===== src/rtl/log_arbiter_pkg.sv =====
// ---------------------------------------------------------------------------
// log_arbiter_pkg
//   Shared logger constants for the log readout arbiter: default stream
//   count, log entry width (event bits + timestamp), burst limit per grant
//   and the arbiter state encoding.
//   No ports; imported by log_arbiter_if, log_rr_pick and log_arbiter.
// ---------------------------------------------------------------------------
package log_arbiter_pkg;

  // Default number of logger streams sharing the readout path.
  localparam int LOG_N_DEF   = 4;
  // Default log entry width: event bits plus timestamp.
  localparam int LOG_LDW_DEF = 50;
  // Default maximum entries forwarded per grant.
  localparam int LOG_BST_DEF = 8;

  // Arbiter state: IDLE searches for a requester, BURST forwards its entries.
  typedef enum logic [0:0] {
    ST_IDLE  = 1'b0,
    ST_BURST = 1'b1
  } arb_state_e;

endpackage


===== src/rtl/log_arbiter_if.sv =====
// ---------------------------------------------------------------------------
// log_arbiter_if
//   Bundles the arbiter's control, per-source input streams, the shared
//   output stream and the grant status.
//   Parameters: N streams, LDW entry width; IW = $clog2(N) source tag width.
//   Signals:
//     ctl_ena     arbitration enable (sampled by the arbiter in IDLE)
//     sti_tready  N      per-source ready (arbiter -> sources)
//     sti_tvalid  N      per-source valid
//     sti_tdata   N*LDW  per-source entry, source i at [i*LDW +: LDW]
//     sto_tready  1      host ready
//     sto_tvalid  1      output valid
//     sto_tdata   IW+LDW {source index, entry}
//     arb_gnt     N      one-hot current grant
//     arb_bsy     1      burst in progress
//   Modports: slave = arbiter side, master = loggers/host side.
// ---------------------------------------------------------------------------
interface log_arbiter_if import log_arbiter_pkg::*; #(
  parameter int N   = LOG_N_DEF,
  parameter int LDW = LOG_LDW_DEF
);
  localparam int IW = $clog2(N);

  logic                ctl_ena;
  logic [N-1:0]        sti_tready;
  logic [N-1:0]        sti_tvalid;
  logic [N*LDW-1:0]    sti_tdata;
  logic                sto_tready;
  logic                sto_tvalid;
  logic [IW+LDW-1:0]   sto_tdata;
  logic [N-1:0]        arb_gnt;
  logic                arb_bsy;

  modport slave (
    input  ctl_ena,
    input  sti_tvalid,
    input  sti_tdata,
    input  sto_tready,
    output sti_tready,
    output sto_tvalid,
    output sto_tdata,
    output arb_gnt,
    output arb_bsy
  );

  modport master (
    output ctl_ena,
    output sti_tvalid,
    output sti_tdata,
    output sto_tready,
    input  sti_tready,
    input  sto_tvalid,
    input  sto_tdata,
    input  arb_gnt,
    input  arb_bsy
  );

endinterface


===== src/rtl/log_arbiter_rr_pick.sv =====
// ---------------------------------------------------------------------------
// log_rr_pick
//   Combinational round-robin selector. Searches the request vector starting
//   at the index just after ptr, wrapping modulo N, and returns the first
//   requester found.
//   Ports:
//     req    in  N   request vector
//     ptr    in  IW  last granted index (search starts at ptr+1)
//     found  out 1   at least one request is set
//     idx    out IW  selected index (always < N; 0 when nothing found)
//   Implementation: rotate so bit 0 is index ptr+1, priority-encode the
//   lowest set bit, then add the offset back onto ptr+1 modulo N. The modulo
//   keeps indices >= N unreachable when N is not a power of two.
// ---------------------------------------------------------------------------
module log_rr_pick import log_arbiter_pkg::*; #(
  parameter int N  = LOG_N_DEF,
  parameter int IW = $clog2(N)
) (
  input  logic [N-1:0]  req,
  input  logic [IW-1:0] ptr,
  output logic          found,
  output logic [IW-1:0] idx
);

  logic [N-1:0]  rot_s;
  logic [IW-1:0] off_s;
  logic          hit_s;

  // Rotate requests so that rot_s[k] is the request at (ptr+1+k) mod N.
  always_comb begin
    rot_s = '0;
    for (int k = 0; k < N; k++) begin
      rot_s[k] = req[IW'((int'(ptr) + 1 + k) % N)];
    end
  end

  // Priority-encode the rotated vector: lowest set bit wins, scanned high to low.
  always_comb begin
    hit_s = 1'b0;
    off_s = '0;
    for (int k = N - 1; k >= 0; k--) begin
      if (rot_s[k]) begin
        hit_s = 1'b1;
        off_s = IW'(k);
      end else begin
        hit_s = hit_s;
        off_s = off_s;
      end
    end
  end

  // Undo the rotation to get the absolute source index.
  always_comb begin
    found = hit_s;
    if (hit_s) begin
      idx = IW'((int'(ptr) + 1 + int'(off_s)) % N);
    end else begin
      idx = '0;
    end
  end

endmodule


===== src/rtl/log_arbiter.sv =====
// ---------------------------------------------------------------------------
// log_arbiter
//   Shares one host log readout stream between N logger event-log streams.
//   Round-robin grant with at most BST entries per grant; each forwarded
//   entry is tagged with its source index and held in a single output
//   register until the host takes it.
//   Parameters: N streams (>=2), LDW entry width, BST burst limit (>=1).
//   Ports:
//     clk   clock
//     rst   asynchronous, active-high reset
//     bus   log_arbiter_if.slave: ctl_ena, sti_* inputs, sto_* output
//           stream, arb_gnt one-hot grant, arb_bsy burst flag.
//   Behaviour summary:
//     IDLE  : with ctl_ena and any valid source, pick the next requester
//             after the pointer; BURST starts the following cycle.
//     BURST : only the granted source sees ready (= output register ready).
//             Leaves after the BST-th transfer or as soon as the granted
//             source drops valid. Backpressure holds the grant.
//   The IDLE cycle between bursts is the arbitration bubble.
// ---------------------------------------------------------------------------
module log_arbiter import log_arbiter_pkg::*; #(
  parameter int N   = LOG_N_DEF,
  parameter int LDW = LOG_LDW_DEF,
  parameter int BST = LOG_BST_DEF
) (
  input  logic             clk,
  input  logic             rst,
  log_arbiter_if.slave     bus
);

  localparam int IW = $clog2(N);
  localparam int CW = $clog2(BST + 1);
  localparam logic [CW-1:0] CNT_LAST = CW'(BST - 1);
  localparam logic [IW-1:0] PTR_RST  = IW'(N - 1);

  // Arbiter state. ptr_r is both the round-robin pointer and, in BURST,
  // the index of the granted source.
  arb_state_e        state_r;
  arb_state_e        state_nxt_s;
  logic [IW-1:0]     ptr_r;
  logic [IW-1:0]     ptr_nxt_s;
  logic [CW-1:0]     cnt_r;
  logic [CW-1:0]     cnt_nxt_s;
  logic [N-1:0]      gnt_r;
  logic [N-1:0]      gnt_nxt_s;

  // Output stream register.
  logic              sto_tvalid_r;
  logic [IW+LDW-1:0] sto_tdata_r;

  // Handshake decode.
  logic              ord_s;
  logic              cur_vld_s;
  logic [LDW-1:0]    cur_data_s;
  logic              in_xfer_s;
  logic              cnt_last_s;
  logic [N-1:0]      sti_tready_s;

  // Round-robin search result.
  logic              pick_found_s;
  logic [IW-1:0]     pick_idx_s;

  // One-hot decode of a source index.
  function automatic logic [N-1:0] idx_onehot(input logic [IW-1:0] i);
    logic [N-1:0] v;
    v    = '0;
    v[i] = 1'b1;
    return v;
  endfunction

  log_rr_pick #(
    .N  (N),
    .IW (IW)
  ) u_pick (
    .req   (bus.sti_tvalid),
    .ptr   (ptr_r),
    .found (pick_found_s),
    .idx   (pick_idx_s)
  );

  // State register: async reset drops the grant immediately.
  always_ff @(posedge clk or posedge rst) begin
    if (rst) begin
      state_r <= ST_IDLE;
      ptr_r   <= PTR_RST;
      cnt_r   <= '0;
      gnt_r   <= '0;
    end else begin
      state_r <= state_nxt_s;
      ptr_r   <= ptr_nxt_s;
      cnt_r   <= cnt_nxt_s;
      gnt_r   <= gnt_nxt_s;
    end
  end

  // Handshake decode: readiness of the output register and granted-source transfer.
  always_comb begin
    ord_s      = ~sto_tvalid_r | bus.sto_tready;
    cur_vld_s  = bus.sti_tvalid[ptr_r];
    cur_data_s = bus.sti_tdata[int'(ptr_r) * LDW +: LDW];
    cnt_last_s = (cnt_r == CNT_LAST);
    if (state_r == ST_BURST) begin
      in_xfer_s    = cur_vld_s & ord_s;
      sti_tready_s = gnt_r & {N{ord_s}};
    end else begin
      in_xfer_s    = 1'b0;
      sti_tready_s = '0;
    end
  end

  // Next-state logic: grant selection in IDLE, burst termination in BURST.
  always_comb begin
    state_nxt_s = state_r;
    ptr_nxt_s   = ptr_r;
    cnt_nxt_s   = cnt_r;
    gnt_nxt_s   = gnt_r;
    case (state_r)
      ST_IDLE: begin
        if (bus.ctl_ena && pick_found_s) begin
          state_nxt_s = ST_BURST;
          ptr_nxt_s   = pick_idx_s;
          gnt_nxt_s   = idx_onehot(pick_idx_s);
          cnt_nxt_s   = '0;
        end else begin
          gnt_nxt_s   = '0;
          cnt_nxt_s   = '0;
        end
      end
      ST_BURST: begin
        // A drained source ends the burst even without a transfer; the
        // BST-th transfer ends it too. ctl_ena is deliberately ignored here.
        if (!cur_vld_s || (in_xfer_s && cnt_last_s)) begin
          state_nxt_s = ST_IDLE;
          gnt_nxt_s   = '0;
          cnt_nxt_s   = '0;
        end else if (in_xfer_s) begin
          cnt_nxt_s   = cnt_r + CW'(1);
        end else begin
          cnt_nxt_s   = cnt_r;
        end
      end
      default: begin
        state_nxt_s = ST_IDLE;
        gnt_nxt_s   = '0;
        cnt_nxt_s   = '0;
      end
    endcase
  end

  // Output register: load on input transfer, clear on unload, hold under backpressure.
  always_ff @(posedge clk or posedge rst) begin
    if (rst) begin
      sto_tvalid_r <= 1'b0;
      sto_tdata_r  <= '0;
    end else if (in_xfer_s) begin
      sto_tvalid_r <= 1'b1;
      sto_tdata_r  <= {ptr_r, cur_data_s};
    end else if (bus.sto_tready) begin
      sto_tvalid_r <= 1'b0;
    end
  end

  assign bus.sti_tready = sti_tready_s;
  assign bus.sto_tvalid = sto_tvalid_r;
  assign bus.sto_tdata  = sto_tdata_r;
  assign bus.arb_gnt    = gnt_r;
  assign bus.arb_bsy    = (state_r == ST_BURST);

endmodule

===== src/flat_wrapper.sv =====
// flat-port wrapper written by rule: the top's interface ports become plain ports
module log_arbiter_flat import log_arbiter_pkg::*;
#(
  parameter int N   = LOG_N_DEF,
  parameter int LDW = LOG_LDW_DEF,
  parameter int BST = LOG_BST_DEF
)
  (clk, rst, bus_ctl_ena, bus_sti_tvalid, bus_sti_tdata, bus_sto_tready, bus_sti_tready, bus_sto_tvalid, bus_sto_tdata, bus_arb_gnt, bus_arb_bsy);
  log_arbiter_if #(.N(N), .LDW(LDW)) bus_i ();
  input  logic clk;
  input  logic rst;
  input wire logic [$bits(bus_i.ctl_ena)-1:0] bus_ctl_ena;
  input wire logic [$bits(bus_i.sti_tvalid)-1:0] bus_sti_tvalid;
  input wire logic [$bits(bus_i.sti_tdata)-1:0] bus_sti_tdata;
  input wire logic [$bits(bus_i.sto_tready)-1:0] bus_sto_tready;
  output wire logic [$bits(bus_i.sti_tready)-1:0] bus_sti_tready;
  output wire logic [$bits(bus_i.sto_tvalid)-1:0] bus_sto_tvalid;
  output wire logic [$bits(bus_i.sto_tdata)-1:0] bus_sto_tdata;
  output wire logic [$bits(bus_i.arb_gnt)-1:0] bus_arb_gnt;
  output wire logic [$bits(bus_i.arb_bsy)-1:0] bus_arb_bsy;
  assign bus_i.ctl_ena = bus_ctl_ena;
  assign bus_i.sti_tvalid = bus_sti_tvalid;
  assign bus_i.sti_tdata = bus_sti_tdata;
  assign bus_i.sto_tready = bus_sto_tready;
  assign bus_sti_tready = bus_i.sti_tready;
  assign bus_sto_tvalid = bus_i.sto_tvalid;
  assign bus_sto_tdata = bus_i.sto_tdata;
  assign bus_arb_gnt = bus_i.arb_gnt;
  assign bus_arb_bsy = bus_i.arb_bsy;
  log_arbiter #(.N(N), .LDW(LDW), .BST(BST)) u_core (.clk(clk), .rst(rst), .bus(bus_i));
endmodule

===== config.mk =====
export PLATFORM = sky130hd
export DESIGN_NAME = log_arbiter_flat
export DESIGN_NICKNAME = d
export VERILOG_FILES = /design/src/rtl/log_arbiter_pkg.sv /design/src/rtl/log_arbiter_if.sv /design/src/rtl/log_arbiter_rr_pick.sv /design/src/rtl/log_arbiter.sv /design/src/flat_wrapper.sv
export SDC_FILE = /design/constraint.sdc
export NUM_CORES = 1
export LEC_CHECK = 0
export CAP_MARGIN = 20
export CELL_PAD_IN_SITES_DETAIL_PLACEMENT = 0
export CELL_PAD_IN_SITES_GLOBAL_PLACEMENT = 1
export CORE_MARGIN = 3
export CORE_UTILIZATION = 25
export DETAILED_ROUTE_END_ITERATION = 8
export PLACE_DENSITY = 0.85
export SLEW_MARGIN = 20
export SYNTH_ARGS = -nofsm -noshare
export SYNTH_HDL_FRONTEND = slang
export SYNTH_SLANG_ARGS = --single-unit

===== constraint.sdc =====
create_clock -name clk -period 2.4 [get_ports clk]
set_input_delay 0.48 -clock clk [delete_from_list [all_inputs] [get_ports clk]]
set_output_delay 0.48 -clock clk [all_outputs]
set_load 0.02 [all_outputs]

== Word-level counts from Yosys, hierarchy flattened ==
Index checks and enable logic that the tools add are counted.

* Add/subtract/negate cells: 6
* Multiply operators: 1
* $lt $le $gt $ge: 7
* Equality and inequality tests: 3
* Shift operators: 1
* Muxes and demuxes: 38
* Bitwise gates (word level): 5
* Reductions and logical operators: 7

{| class="wikitable"
|+ Operators by type and width
! cell !! number
|-
| $shiftx A200 B32 Y50 || 1
|-
| $mux W4 || 5
|-
| $mux W1 || 19
|-
| $lt A2 B4 Y1 const B || 4
|-
| $pmux W4 S2 || 2
|-
| $bmux W1 S2 || 5
|-
| $mux W2 || 5
|-
| $mul A2 B5 Y7 const B || 1
|-
| $lt A2 B3 Y1 const B || 2
|-
| $add A2 B1 Y2 const B || 2
|-
| $add A2 B2 Y2 const B || 2
|-
| $add A4 B1 Y4 const B || 1
|-
| $and A4 B4 Y4 || 1
|-
| $eq A4 B3 Y1 const B || 1
|-
| $logic_and A1 B1 Y1 || 3
|-
| $ne A3 B3 Y1 const B || 1
|-
| $add A2 B2 Y2 || 1
|-
| $demux W1 S2 || 1
|-
| $ge A2 B1 Y1 const B || 1
|-
| $ne A2 B2 Y1 const B || 1
|-
| $not A1 Y1 || 2
|-
| $pmux W1 S2 || 1
|-
| $reduce_and A2 Y1 || 1
|-
| $reduce_bool A2 Y1 || 1
|-
| 4 further kinds || 4
|}

* Register bits: 64
* Output and inout port bits: 62

== Logic depth before layout (Yosys ltp) ==
Gate-level depths: netlist of the first run.

* Word-level depth: 17
* Mapped depth: 10
* Depth with buffers taken out: 9

== By module ==
A second synthesis of the first run with hierarchy kept.

* Cell total of the unflattened synthesis: 265
* Area, all modules: 3,965.1 µm²

{| class="wikitable"
|+ By module, submodules not included
! module !! times used !! cells each !! area each (µm²)
|-
| log_arbiter || 1 || 232 || 3,744.8
|-
| log_rr_pick || 1 || 33 || 220.2
|}

== Worst setup path after synthesis of the first run ==
OpenSTA, ideal clock, no wires.

* Path type: register to register
* Start: register u_core.ptr_r[1]
* End: register u_core.gnt_r[2], in the netlist u_core.bus.arb_gnt[2]
* Arrival time: 2,211 ps
* Required time: 2,278 ps
* Setup slack: 68 ps
* Stages on the path, launching flop included: 10
* Cell sequence: dfstp_2 buf_2 buf_1 o311a_1 o21ai_0 ha_1 xnor2_1 xnor2_1 xnor2_1 a32o_1

* Word-level cells in the longest chain between the ends: 17
* Elaborated cells between the ends (all ways): 42
* Classes of those cells: add/sub: 5; order compare: 2; eq/ne: 1; mux: 28; bitwise: 1; reduce/logical: 5

{| class="wikitable"
|+ Ends and longest elaborated chain
! element !! line !! RTL
|-
| start: declaration || log_arbiter.sv:40 || <nowiki>logic [IW-1:0] ptr_r;</nowiki>
|-
| start signal: assignment || log_arbiter.sv:90 || <nowiki>ptr_r <= ptr_nxt_s;</nowiki>
|-
| $add A2 B1 Y2 || log_arbiter_rr_pick.sv:33, log_arbiter_rr_pick.sv:56 ||
|-
| $add A2 B1 Y2 || log_arbiter_rr_pick.sv:33 || <nowiki>rot_s[k] = req[IW'((int'(ptr) + 1 + k) % N)];</nowiki>
|-
| $bmux W1 S2 || log_arbiter_rr_pick.sv:33 ||
|-
| $mux W1 (not written as such) (2 in a row) || log_arbiter_rr_pick.sv:33 ||
|-
| $mux W2 (4 in a row) || log_arbiter_rr_pick.sv:42 || <nowiki>if (rot_s[k]) begin</nowiki>
|-
| $add A2 B2 Y2 || log_arbiter_rr_pick.sv:56 || <nowiki>idx = IW'((int'(ptr) + 1 + int'(off_s)) % N);</nowiki>
|-
| $mux W2 || log_arbiter_rr_pick.sv:55 || <nowiki>if (hit_s) begin</nowiki>
|-
| $lt A2 B3 Y1 (not written as such) / $ge A2 B1 Y1 (equally long branches) || log_arbiter.sv:67 || <nowiki>v[i] = 1'b1;</nowiki>
|-
| $logic_and A1 B1 Y1 (not written as such) || log_arbiter.sv:67 ||
|-
| $mux W1 (not written as such) || log_arbiter.sv:67 ||
|-
| $demux W1 S2 || n/a ||
|-
| $mux W4 || log_arbiter.sv:119 || <nowiki>if (bus.ctl_ena && pick_found_s) begin</nowiki>
|-
| $pmux W4 S2 || log_arbiter.sv:117 || <nowiki>case (state_r)</nowiki>
|-
| end signal: assignment || log_arbiter.sv:92 || <nowiki>gnt_r <= gnt_nxt_s;</nowiki>
|-
| end: declaration || log_arbiter.sv:44 || <nowiki>logic [N-1:0] gnt_r;</nowiki>
|}

Several ways; a longest one is shown, not always the timed one. The select of a mux whose other input is x is not followed.
A chain may end at the register's enable or synchronous reset.

== Final worst setup path of the first run ==
* Start: register u_core.ptr_r[0]
* End: register u_core.gnt_r[3], in the netlist u_core.bus.arb_gnt[3]

Same word-level chain as after synthesis.

==> results.cfg, run 1 <==
[worst_setup_path]
critPathKind = reg -> reg
cp.arrival_ns = 2.47
cp_max_fo = 9
r2r_setup_slack_ns = 0.14
r2r-end = u_core.bus.arb_gnt[3]
reg2reg_from = u_core.ptr_r[0]
crit_path_end_kind = flip-flop
cp.required_ns = 2.61
rr_worst_depth = 8
startpoint_type = flip-flop

[sta]
tightest_slew_ns = 0.484
period_share_pct = 94.1
fin_skew_ns = 0.00930
max_slew_margin_pct = 67.7
setup_viol = 0
worst_hold_slack_ns = 0.494
grt_setup_unrepaired = false
drv_slew = 0
period_minus_slack_ns = 2.26
setup_ws_ns = 0.142
final-hold-violation-count = 0
fmax_mhz = 443

[power]
p_sw_share_pct = 35.1
ir_drop_uv = 456
power_density_mw_per_mm2 = 1160
cellLeakagePower_nw = 3.14
clockPowerShare_pct = 14.8
power_mw = 8.69
internal_power_mw = 5.64
seqPwrFrac_pct = 22.9
p_sw_mw = 3.05
comb_power_share_pct = 62.3

[place]
gp_congestion = 0.751
hpwl_mm = 11.1
portBuffers = 269
place_ws_ns = -0.278

[logic_synthesis]
ys_types = 38
synth_top_cell_by_area = dfrtp_1
synth_top_area_share_pct = 37.5
ys_async_sr_fraction_pct = 100
synth_area_sq_mm = 0.00414
synth_fp_nets = 472
synth_most_common_cell = dfrtp_1
synth_edf_count = 0
synth_top_flop_cell = dfrtp_1
seq_area_frac_synth_pct = 38.8
ys_seq_elements = 64
synth_cells = 262
avgSynthCellArea_sq_um = 15.8
synth.area.top_cells = dfrtp_1 38%, mux4_2 28%, mux2_4 17%, buf_12 1.9%, nor2_1 1.4%
ys_warn_count = 0
synthTopCellsByCount = 62 x dfrtp_1, 51 x mux4_2, 47 x mux2_4, 15 x nor2_1, 8 x nand2_1

[grt]
grt_pass1_wl_mm = 21.0
grt_max_degree = 65
grt-ovfl-total = 0
grt_pass1_vias = 3861
track_usage_pct = 15.0
grt-busiest-layer = met2
globalRouteMet2Util_pct = 26.3
grtUsageMet1_pct = 17.6
met3_usage_pct = 4.84
antenna_found_initial = 0

[clocking]
h-tree-depth = 3
hold_buffers = 0
clkTransAtPathRegs_ns = 0.05
clk_latency_ns = 0.33
ctsLongestPathBuffers = 2
cts_tree = built
cts.sinks = 64
cts_root_buffer = clkbuf_16
cts_buffers = 9

[floorplanning]
die_w_um = 135
die_h_um = 135
coreArea_sq_mm = 0.0161
die_area_sq_mm = 0.0181
num_io_pins = 270
initial_utilization_pct = 25.8
rows = 46

[detailed_routing]
wl_per_cell_um = 18.5
drc = 0
vias_per_cell = 4.61
initialDrtViolationCount = 143
ant_nets = 0
drt_wl_total_mm = 14.1
dr.pass1.iters = 6
num_vias = 3512

[final_layout]
finalNetCount = 751
syn_to_final_growth_pct = 80.8
fillCellCount = 1402
antenna_cells = 0
final-seq-area_sq_mm = 0.00161
multi_input_area_sq_mm = 0.00235
drive_gt1_share_pct = 27.7
final_core_util_pct = 46.6

[hold_path]
min_path_type = reg -> reg
worstHoldStart = u_core.bus.sto_tdata[50]
holdPathEnd = u_core.bus.sto_tdata[50]
holdPathStages = 2

[status]
status = finished clean

[job]
drv_cap = 0
==> worst max-delay path, stage by stage (launching register included) <==
cell	delay (ns)
dfstp_4	0.67
nor2_1	0.07
a221oi_2	0.30
o21ai_2	0.09
ha_2	0.17
xnor2_1	0.13
xnor2_1	0.27
xnor2_2	0.15
a32o_1	0.28
==> sequential cells by signal (all words and copies together) (netlist names) <==
register	flops
u_core.bus.sto_tdata	52
u_core.bus.arb_gnt	4
u_core.cnt_r	4
u_core.ptr_r	2
u_core.bus.arb_bsy	1
u_core.bus.sto_tvalid	1
==> per-stage QoR <==
step	setup TNS [ns]	instance area [sq um]	std cells
finish	0	7480	762
global route	0	7480	762
CTS	0	7380	758
detailed placement	-5.31	7090	742
global placement	-3.21	7090	742
floorplan	0	4140	262
==> area by class of cell <==
cell class | count | area share (%)
clock buffers | 13 | 3.35
well taps | 216 | 3.61
repair buffers | 291 | 39.2
flip-flops and latches | 64 | 21.5
clock inverters | 3 | 0.569
inverters | 5 | 0.301
multi-input cells | 170 | 31.5
==> how the worst max path moves through the flow <==
stage / from / to / slack [ns]
floorplan: u_core.ptr_r[1] / u_core.bus.arb_gnt[2] / 0.07
CTS: bus_sto_tready / bus_sti_tready[2] / 0.01
global route: u_core.ptr_r[0] / u_core.bus.arb_gnt[3] / 0.003
finish: u_core.ptr_r[0] / u_core.bus.arb_gnt[3] / 0.14
global placement: bus_sti_tvalid[1] / u_core.bus.arb_gnt[2] / -0.18
detailed placement: bus_sti_tvalid[0] / u_core.bus.arb_gnt[3] / -0.28
==> power groups by stage <==
stage | sequential, mW | combinational (mW) | clock (mW)
after floorplan | 2.49 | 3.01 | 0
after global placement | 1.98 | 5.28 | 0
after detailed placement | 2.00 | 5.37 | 0
after CTS | 1.99 | 5.39 | 1.33
after global routing | 2.06 | 5.73 | 1.39
final | 1.99 | 5.41 | 1.29
==> layer usage <==
layer  vias up  wire length (um)
met3        16              1170
met2       184              7250
met5         -                 0
met1      1727              5430
met4         0               211
li1       1585                 -
==> cell families after synthesis <==
kind of cell | count (synthesis) | synth area share [%]
compound gates | 17 | 2.97
mux | 103 | 46.2
xor+xnor | 5 | 1.06
fa+ha+maj | 2 | 0.605
simple gates | 43 | 5.20
buf+inv | 28 | 5.20
flops | 64 | 38.8
==> layout by cell type (no fill, tap or decap), types with 4 or more instances in the layout <==
cell type        synthesis  routed
clkdlybuf4s50_1          0     261
dlymetal6s2s_1           0       8
nor2_1                  15      13
nand2_1                  8       8
and3_1                   4       4
mux2_4                  47      47
mux2_2                   4       4
clkbuf_16                0       9
a21oi_1                  5       5
dfrtp_1                 62      62
mux4_2                  51      51
buf_4                    3      17
buf_12                   4       4
nand3_1                  4       4
==> what timing repair did <==
action / CTS / global route
endpoints found under the setup margin: 0 / 9
resized for setup: 0 / 19
buffers inserted: 0 / 4
Note: power is estimated with default switching activity, not from simulation.
==> run 2: changes to the inputs <==
--- a/config.mk
+++ b/config.mk
@@ -12,6 +12,7 @@
 export CORE_UTILIZATION = 25
 export DETAILED_ROUTE_END_ITERATION = 8
 export PLACE_DENSITY = 0.85
+export SKIP_LAST_GASP = 1
 export SLEW_MARGIN = 20
 export SYNTH_ARGS = -nofsm -noshare
 export SYNTH_HDL_FRONTEND = slang
==> run 2 against run 1 <==
Against the previous run:
- register-to-register slack worse by 0.06 ns
- cell count stayed put
- clock-buffer cell count stayed put
- clock skew hardly changed
- total power hardly changed
- via count is 0.17% higher
- critical endpoint unchanged
==> results.cfg, run 2 (synthesis results as in run 1) <==
[status]
status = finished clean

[sta]
final-hold-violation-count = 0
drv_slew = 0
fin_skew_ns = 0.00940
grt_setup_unrepaired = true
period_share_pct = 96.5
period_minus_slack_ns = 2.32
fmax_mhz = 432
max_slew_margin_pct = 67.7
tightest_slew_ns = 0.484
setup_viol = 0

[final_layout]
final_common_cell = clkdlybuf4s50_1
syn_to_final_growth_pct = 80.6
drive_gt1_share_pct = 27.5
largest_register_ffs = 52
finalNetCount = 751
final_core_util_pct = 46.5
final_cell_mix = 262 x clkdlybuf4s50_1, 62 x dfrtp_1, 51 x mux4_2
antenna_cells = 0

[clocking]
cts_buffers = 9
clkTransAtPathRegs_ns = 0.05
cts_root_buffer = clkbuf_16
h-tree-depth = 3
cts.sinks = 64
cts_tree = built
ctsLongestPathBuffers = 2
clk_latency_ns = 0.33

[hold_path]
min_path_type = reg -> reg
worstHoldStart = u_core.bus.sto_tdata[50]

[worst_setup_path]
crit_path_end_kind = flip-flop
critPathKind = reg -> reg
crit_start = u_core.ptr_r[0]
cp.required_ns = 2.61
cp_max_fo = 9
startpoint_type = flip-flop
cp.arrival_ns = 2.53
reg2reg_from = u_core.ptr_r[0]

[grt]
grt_max_degree = 65
grt-ovfl-total = 0
antenna_found_initial = 0
track_usage_pct = 15.0
grt_pass1_vias = 3861
grt_pass1_wl_mm = 21.0

[detailed_routing]
wl_per_cell_um = 18.4
drt_wl_total_mm = 14.1
initialDrtViolationCount = 131
ant_nets = 0
num_vias = 3518
drc = 0
vias_per_cell = 4.62
dr.pass1.iters = 6

[floorplanning]
die_w_um = 135
rows = 46
num_io_pins = 270
die_h_um = 135
die_area_sq_mm = 0.0181
coreArea_sq_mm = 0.0161
initial_utilization_pct = 25.8

[power]
cellLeakagePower_nw = 3.13
power_density_mw_per_mm2 = 1160
ir_drop_uv = 459
power_mw = 8.68

[place]
portBuffers = 269
hpwl_mm = 11.1
gp_congestion = 0.751

[job]
drv_cap = 0
-- run 2: cell types whose count changed in the layout (fill, tap and decap cells not counted), sizes merged --
cell	delta
clkdlybuf4s50	+1
dlymetal6s2s	-1
-- run 2: layer usage --
layer  part of all wire [%]  GRT usage [%]  up-vias  routed length (um)
met4                    1.5           4.13        0                 208
met2                     52           26.3      177                7260
met3                    8.1           4.84       16                1140
li1                       -              -     1586                   -
met5                      0              0        -                   0
met1                     39           17.6     1739                5450
-- run 2: through the flow --
step / hold WS, ns / setup TNS (ns) / std cells / setup slack, ns / cell area (sq um)
3_3_place_gp: 0.469 / -3.21 / 742 / -0.182 / 7090
2_1_floorplan: 0.516 / 0 / 262 / 0.0675 / 4140
3_5_place_dp: 0.492 / -5.31 / 742 / -0.278 / 7090
6_report: 0.494 / 0 / 762 / 0.0834 / 7470
5_1_grt: 0.518 / -0.0504 / 762 / -0.0368 / 7470
4_1_cts: 0.503 / 0 / 758 / 0.0107 / 7380
-- run 2: worst paths after layout --
| check | end | slack (ns) | cells after the start |
|---|---|---|---|
| hold reg to reg | u_core.bus.sto_tdata[50] | 0.49 | 2 |
| setup reg to reg | u_core.bus.arb_gnt[3] | 0.08 | 8 |
| max in group asynchronous | u_core.ptr_r[1] | 1.52 | 3 |
| hold / removal | u_core.bus.sto_tdata[50] | 0.49 | 2 |
| min in group asynchronous | u_core.bus.sto_tdata[46] | 0.54 | 3 |
| setup / recovery | u_core.bus.arb_gnt[3] | 0.08 | 8 |
-- run 2: power by group --
part,internal (mW),switching [mW],total (mW)
Sequential,1.63,0.359,1.99
Combinational,3.17,2.24,5.41
Clock,0.831,0.454,1.28
Total,5.63,3.05,8.68
-- run 2: final cells by class --
| class | instances | area, sq um |
|---|---|---|
| fill | 1401 | 8590 |
| timing repair buffer | 291 | 2930 |
| multi-input combinational | 170 | 2350 |
| sequential | 64 | 1610 |
| tap | 216 | 270 |
| clock buffer | 13 | 250 |
| clock inverter | 3 | 42.5 |
| inverter | 5 | 22.5 |
-- run 2: critical path, stage by stage (launching register included) --
cell      delay (ns)
dfstp_4         0.68
nor2_1          0.06
a221oi_1        0.34
o21ai_2         0.10
ha_2            0.18
xnor2_1         0.13
xnor2_1         0.27
xnor2_2         0.15
a32o_1          0.28
-- run 2: what timing repair did --
item                                    4_1_cts  5_1_grt
gates resized for setup                       0       17
hold buffers                                  0        0
setup buffers                                 0        4
endpoints found under the setup margin        0        9
==> edit 1, RTL diff (config.mk and constraints of run 2) <==
Compare `cnt_r` against `CNT_LAST` with >= in place of ==.
--- a/src/rtl/log_arbiter.sv
+++ b/src/rtl/log_arbiter.sv
@@ -100,3 +100,3 @@
     cur_data_s = bus.sti_tdata[int'(ptr_r) * LDW +: LDW];
-    cnt_last_s = (cnt_r == CNT_LAST);
+    cnt_last_s = (cnt_r >= CNT_LAST);
     if (state_r == ST_BURST) begin
Function: same outputs for any inputs over 4 cycles, from zero or initial values and one cycle with rst high; that may be too few to reach the edited logic, so the function may still have changed.
==> edit 1 against run 2 <==
Worst setup slack better by 0.057 ns. Via count down 1.3%. Count of clock-buffer cells in the layout is 2 lower. Non-clock buffer count fell by 6. Wire length fell by 0.36%. Combinational power fell by 2%. Total power is 0.55% lower. Sequential cell count stayed put. Final area fell by 1.3%. Area after synthesis down 0.42%. Global-route usage up 0.19 points. Worst hold slack better by 0.013 ns. Largest cell class unchanged. Highest routed layer unchanged.
==> edit 1: results (changes against run 2) <==
endpoint_of_the_most_critical_setup_path: "u_core.bus.arb_gnt[2]"
met1_demand_to_capacity_share_in_global_routing_pct: 17.5  # -0.043 points
holdCritStartpoint: "u_core.bus.sto_tdata[43]"
drtPass1Iterations: 4  # -2
hold-path-endpoint: "u_core.bus.sto_tdata[43]"
power.leakage_nw: 3.09  # -1.3%
dr_total_vias: 3473  # -1.3%
p_comb_mw: 5.32  # -2%
drt_iter0_markers: 129  # -1.5%
met2_length_um: 7340  # +1.1%
routed_wire_length_per_instance_um: 18.6  # +1.1%
hold_ws_ns: 0.507  # +0.0126 ns
cts_max_level: 3  # unchanged
finalWeightedCongestion: 0.793  # +5.5%
clk_pin_slew_worst_paths_ns: 0.05  # about the same
final_layout_size_suffix_gt1_share_pct: 26.5  # -0.93 points
grt_start_max_net_pins: 48  # -26%
worst-r2r-setup-slack_ns: 0.14  # +0.06 ns
vias_in_the_first_global_route: 3781  # -2.1%
worst_slew_pin_slew_ns: 0.711  # +0.227 ns
synthesis.instances: 258  # -1.5%
ys_types: 33  # -13%
power_switching_share_pct: 35.1  # about the same
groute.layer.met2.usage_pct: 26.8  # +0.47 points
worstSetupStartpointType: "flip-flop"
grt_pass1_wl_um: 21300  # +1.5%
internal_power_mw: 5.60  # -0.58%
sequential_share_of_the_synthesized_area_pct: 39.0  # +0.17 points
outcome: "completed"
highest_routed_metal_layer: "met4"
grt_use_met3_pct: 4.73  # -0.12 points
finish.net_count: 742  # -1.2%
final_routed_wirelength_um: 14000  # -0.36%
cpLargestDelayFamily: "flip-flops"
critical_path_arrival_ns: 2.47  # -0.06 ns
placed_cells: 734  # -1.1%
dp_hpwl_um: 11200  # +0.92%
wl_met3_um: 1170  # +2.7%
skew_ns: 0.00764  # -0.00176 ns
sequential_fraction_of_design_power_pct: 23.4  # +0.5 points
total_grt_usage_pct: 15.1  # +0.19 points
fill_cells: 1458  # +4.1%
vdd.ir_drop.worst_uv: 622  # +35%
holdPathStages: 1  # -1
largest_register_ffs: 52  # unchanged
synth_top_cells_by_count: "sky130_fd_sc_hd__dfrtp_1 (62), sky130_fd_sc_hd__mux4_2 (51), sky130_fd_sc_hd__mux2_4 (47)"
wl_met1_um: 5240  # -3.8%
ys_top_cells_by_area: "sky130_fd_sc_hd__dfrtp_1 (38%), sky130_fd_sc_hd__mux4_2 (28%), sky130_fd_sc_hd__mux2_4 (17%)"
syn-num-nets: 468  # -0.85%
edit 1: logic make-up after synthesis:
family / share of synthesized area [%]
muxes: 46.4
AOI/OAI and AO/OA: 3.22
DFF: 39.0
xor gates and xnor gates: 0.851
adders and majority gates: 0.608
buffers and inverters: 5.26
and+or+nand+nor: 4.74
edit 1: layout make-up:
class / instances / area share (%)
timing repair buffer: 285 / 39.0
tap: 216 / 3.67
inverter: 5 / 0.305
clock buffer: 11 / 3.43
multi-input combinational: 167 / 31.3
sequential: 64 / 21.8
clock inverter: 3 / 0.577
edit 1: through the flow:
step           util, %  cell area (sq um)  setup WS (ns)  TNS, ns
2_1_floorplan        -               4120         0.0783        0
3_3_place_gp      43.9               7020         -0.174    -4.04
3_5_place_dp      43.9               7020         -0.227    -6.26
4_1_cts           45.7               7320        0.00517        0
5_1_grt           46.1               7370         0.0139        0
6_report          46.1               7370          0.140        0
edit 1: timing repair:
item / in CTS / in global routing
gates resized for setup: 0 / 12
endpoints found under the setup margin: 0 / 9
setup buffers: 0 / 3
==> edit 2, RTL diff (settings of run 2) <==
Without the edit above. The package constant `LOG_BST_DEF` goes from 8 to 7.
--- a/src/rtl/log_arbiter_pkg.sv
+++ b/src/rtl/log_arbiter_pkg.sv
@@ -14,3 +14,3 @@
   // Default maximum entries forwarded per grant.
-  localparam int LOG_BST_DEF = 8;
+  localparam int LOG_BST_DEF = 7;
 
Check against the original RTL: same outputs for any inputs over 4 cycles, from zero or initial values and one cycle with rst high; that may be too few to reach the edited logic, so the function may still have changed.
==> edit 2 against run 2 <==
Clock skew is 0.0036 ns lower. Synthesized cell count is 2.7% higher. Sequential cell count is 1 lower. Final area is 2.3% lower. Wire length is 0.33% higher. Largest power group unchanged. Area after synthesis is 4.7% lower. Sequential power is 2% lower. Total power is 4.1% lower. Worst setup slack better by 0.049 ns. Maximum frequency is 2.2% higher. Critical path depth is 1 higher. First-iteration DRC count is 3.8% lower.
==> edit 2: results (changes against run 2) <==
outcome: "completed"
synthesis.instances: 269  # +2.7%
grt_pass1_wl_um: 22400  # +6.7%
clockBufferDepth: 2  # unchanged
wl_met3_um: 1230  # +8.0%
postCtsSetupBuffers: 0  # unchanged
cpLargestDelayFamily: "compound AO/OA/AOI/OAI gates"
vdd.ir_drop.worst_uv: 553  # +20%
critPathSlowestCell: "sky130_fd_sc_hd__clkdlybuf4s50_1"
area.growth.synth_to_final_pct: 85.2
vias_in_the_first_global_route: 3870  # +0.23%
ys_top_cells_by_area: "sky130_fd_sc_hd__dfrtp_1 (39%), sky130_fd_sc_hd__mux4_2 (29%), sky130_fd_sc_hd__mux2_2 (14%)"
inserted_clock_buffers: 9  # unchanged
ys_warn_count: 0  # unchanged
clock_insertion_delay_worst_skew_ns: 0.32
ctsRootBufferMaster: "sky130_fd_sc_hd__clkbuf_16"
placed_cells: 748  # +0.81%
groute.layer.met2.usage_pct: 28.7  # +2.4 points
drt_iter0_markers: 126  # -3.8%
place_worst_setup_slack_ns: -0.211  # +0.0662 ns
sequential_share_of_the_synthesized_area_pct: 40.1  # +1.3 points
wl_met1_um: 5380  # -1.3%
cp_slowest_stage_delay_ns: 0.49  # -0.19 ns
syn-num-nets: 480  # +1.7%
drtPass1Iterations: 4  # -2
dp_hpwl_um: 11600  # +4.0%
max-slew-margin-rel_pct: 67.5  # -0.19 points
clk_pin_slew_worst_paths_ns: 0.05  # about the same
grt_use_met3_pct: 6.81  # +2.0 points
fill_cells: 1384  # -1.2%
met2_length_um: 7380  # +1.6%
placement.cell_area_sq_um: 6980  # -1.6%
total_of_buffers_placed_on_input_and_output_ports: 269  # unchanged
power.leakage_nw: 2.88  # -8.0%
met1_demand_to_capacity_share_in_global_routing_pct: 18.9  # +1.4 points
skew_ns: 0.00584  # -0.00356 ns
final_layout_size_suffix_gt1_share_pct: 26.4  # -1.0 points
cts_max_level: 3  # unchanged
final_routed_wirelength_um: 14100  # +0.33%
total_grt_usage_pct: 16.4  # +1.5 points
hold_class: "in -> async"
largest_register_ffs: 52  # unchanged
finalWeightedCongestion: 0.791  # +5.4%
route.detailed.vias_per_inst: 4.66  # +0.84%
antenna_found_initial: 1  # +1
ys_types: 39  # +2.6%
path_max_fanout: 5  # -4
critical_path_arrival_ns: 2.48  # -0.05 ns
grt_start_max_net_pins: 37  # -43%
post_layout_nonfiller_instances: 764  # +0.26%
synth_top_cells_by_count: "sky130_fd_sc_hd__dfrtp_1 (61), sky130_fd_sc_hd__mux4_2 (51), sky130_fd_sc_hd__mux2_2 (50)"
async_flop_share_pct: 100  # unchanged
## edit 2: worst paths after layout
kind,start,end,slack (ns),depth (start not counted)
max in group asynchronous,rst,u_core.bus.sto_tdata[41],1.47,3
hold reg to reg,u_core.bus.sto_tdata[50],u_core.bus.sto_tdata[50],0.49,2
setup / recovery,bus_sti_tvalid[0],u_core.bus.arb_gnt[2],0.13,9
min in group clk,u_core.bus.sto_tdata[50],u_core.bus.sto_tdata[50],0.49,2
hold / removal,rst,u_core.bus.sto_tdata[13],0.32,2
setup reg to reg,u_core.ptr_r[0],u_core.bus.arb_gnt[2],0.17,7
## edit 2: logic make-up (layout without fill, tap and decap cells)
kind of cell               count (synthesis)  after routing  share of synthesized area (%)
DFF                                       63             63                           40.1
muxes                                    103            103                           43.9
AOI/OAI and AO/OA                         25             25                           4.67
buffers and inverters                     31            314                           4.29
xor gates and xnor gates                   6              6                           1.33
other                                      0              1                              0
adders and majority gates                  3              3                          0.952
and+or+nand+nor                           38             38                           4.76
## edit 2: area by class of cell
class                           instances  share of cell area (%)
Timing Repair Buffer                  291                    39.8
Multi-Input combinational cell        175                    30.2
Sequential cell                        63                    21.7
Tap cell                              211                    3.62
Clock buffer                           11                    3.33
Clock inverter                          4                   0.960
Inverter                                8                   0.411
Antenna cell                            1                  0.0343
## edit 2: power by group
part / total, mW / switching [mW] / internal [mW]
Clock: 1.37 / 0.441 / 0.927
Combinational: 5.02 / 2.18 / 2.83
Sequential: 1.95 / 0.332 / 1.61
Total: 8.33 / 2.95 / 5.37
## edit 2: repair_timing
| item | 4_1_cts | 5_1_grt |
|---|---|---|
| endpoints found under the hold margin | 0 | 0 |
| setup endpoints to repair | 4 | 2 |
| gates cloned | 0 | 0 |
| gates resized for setup | 4 | 2 |
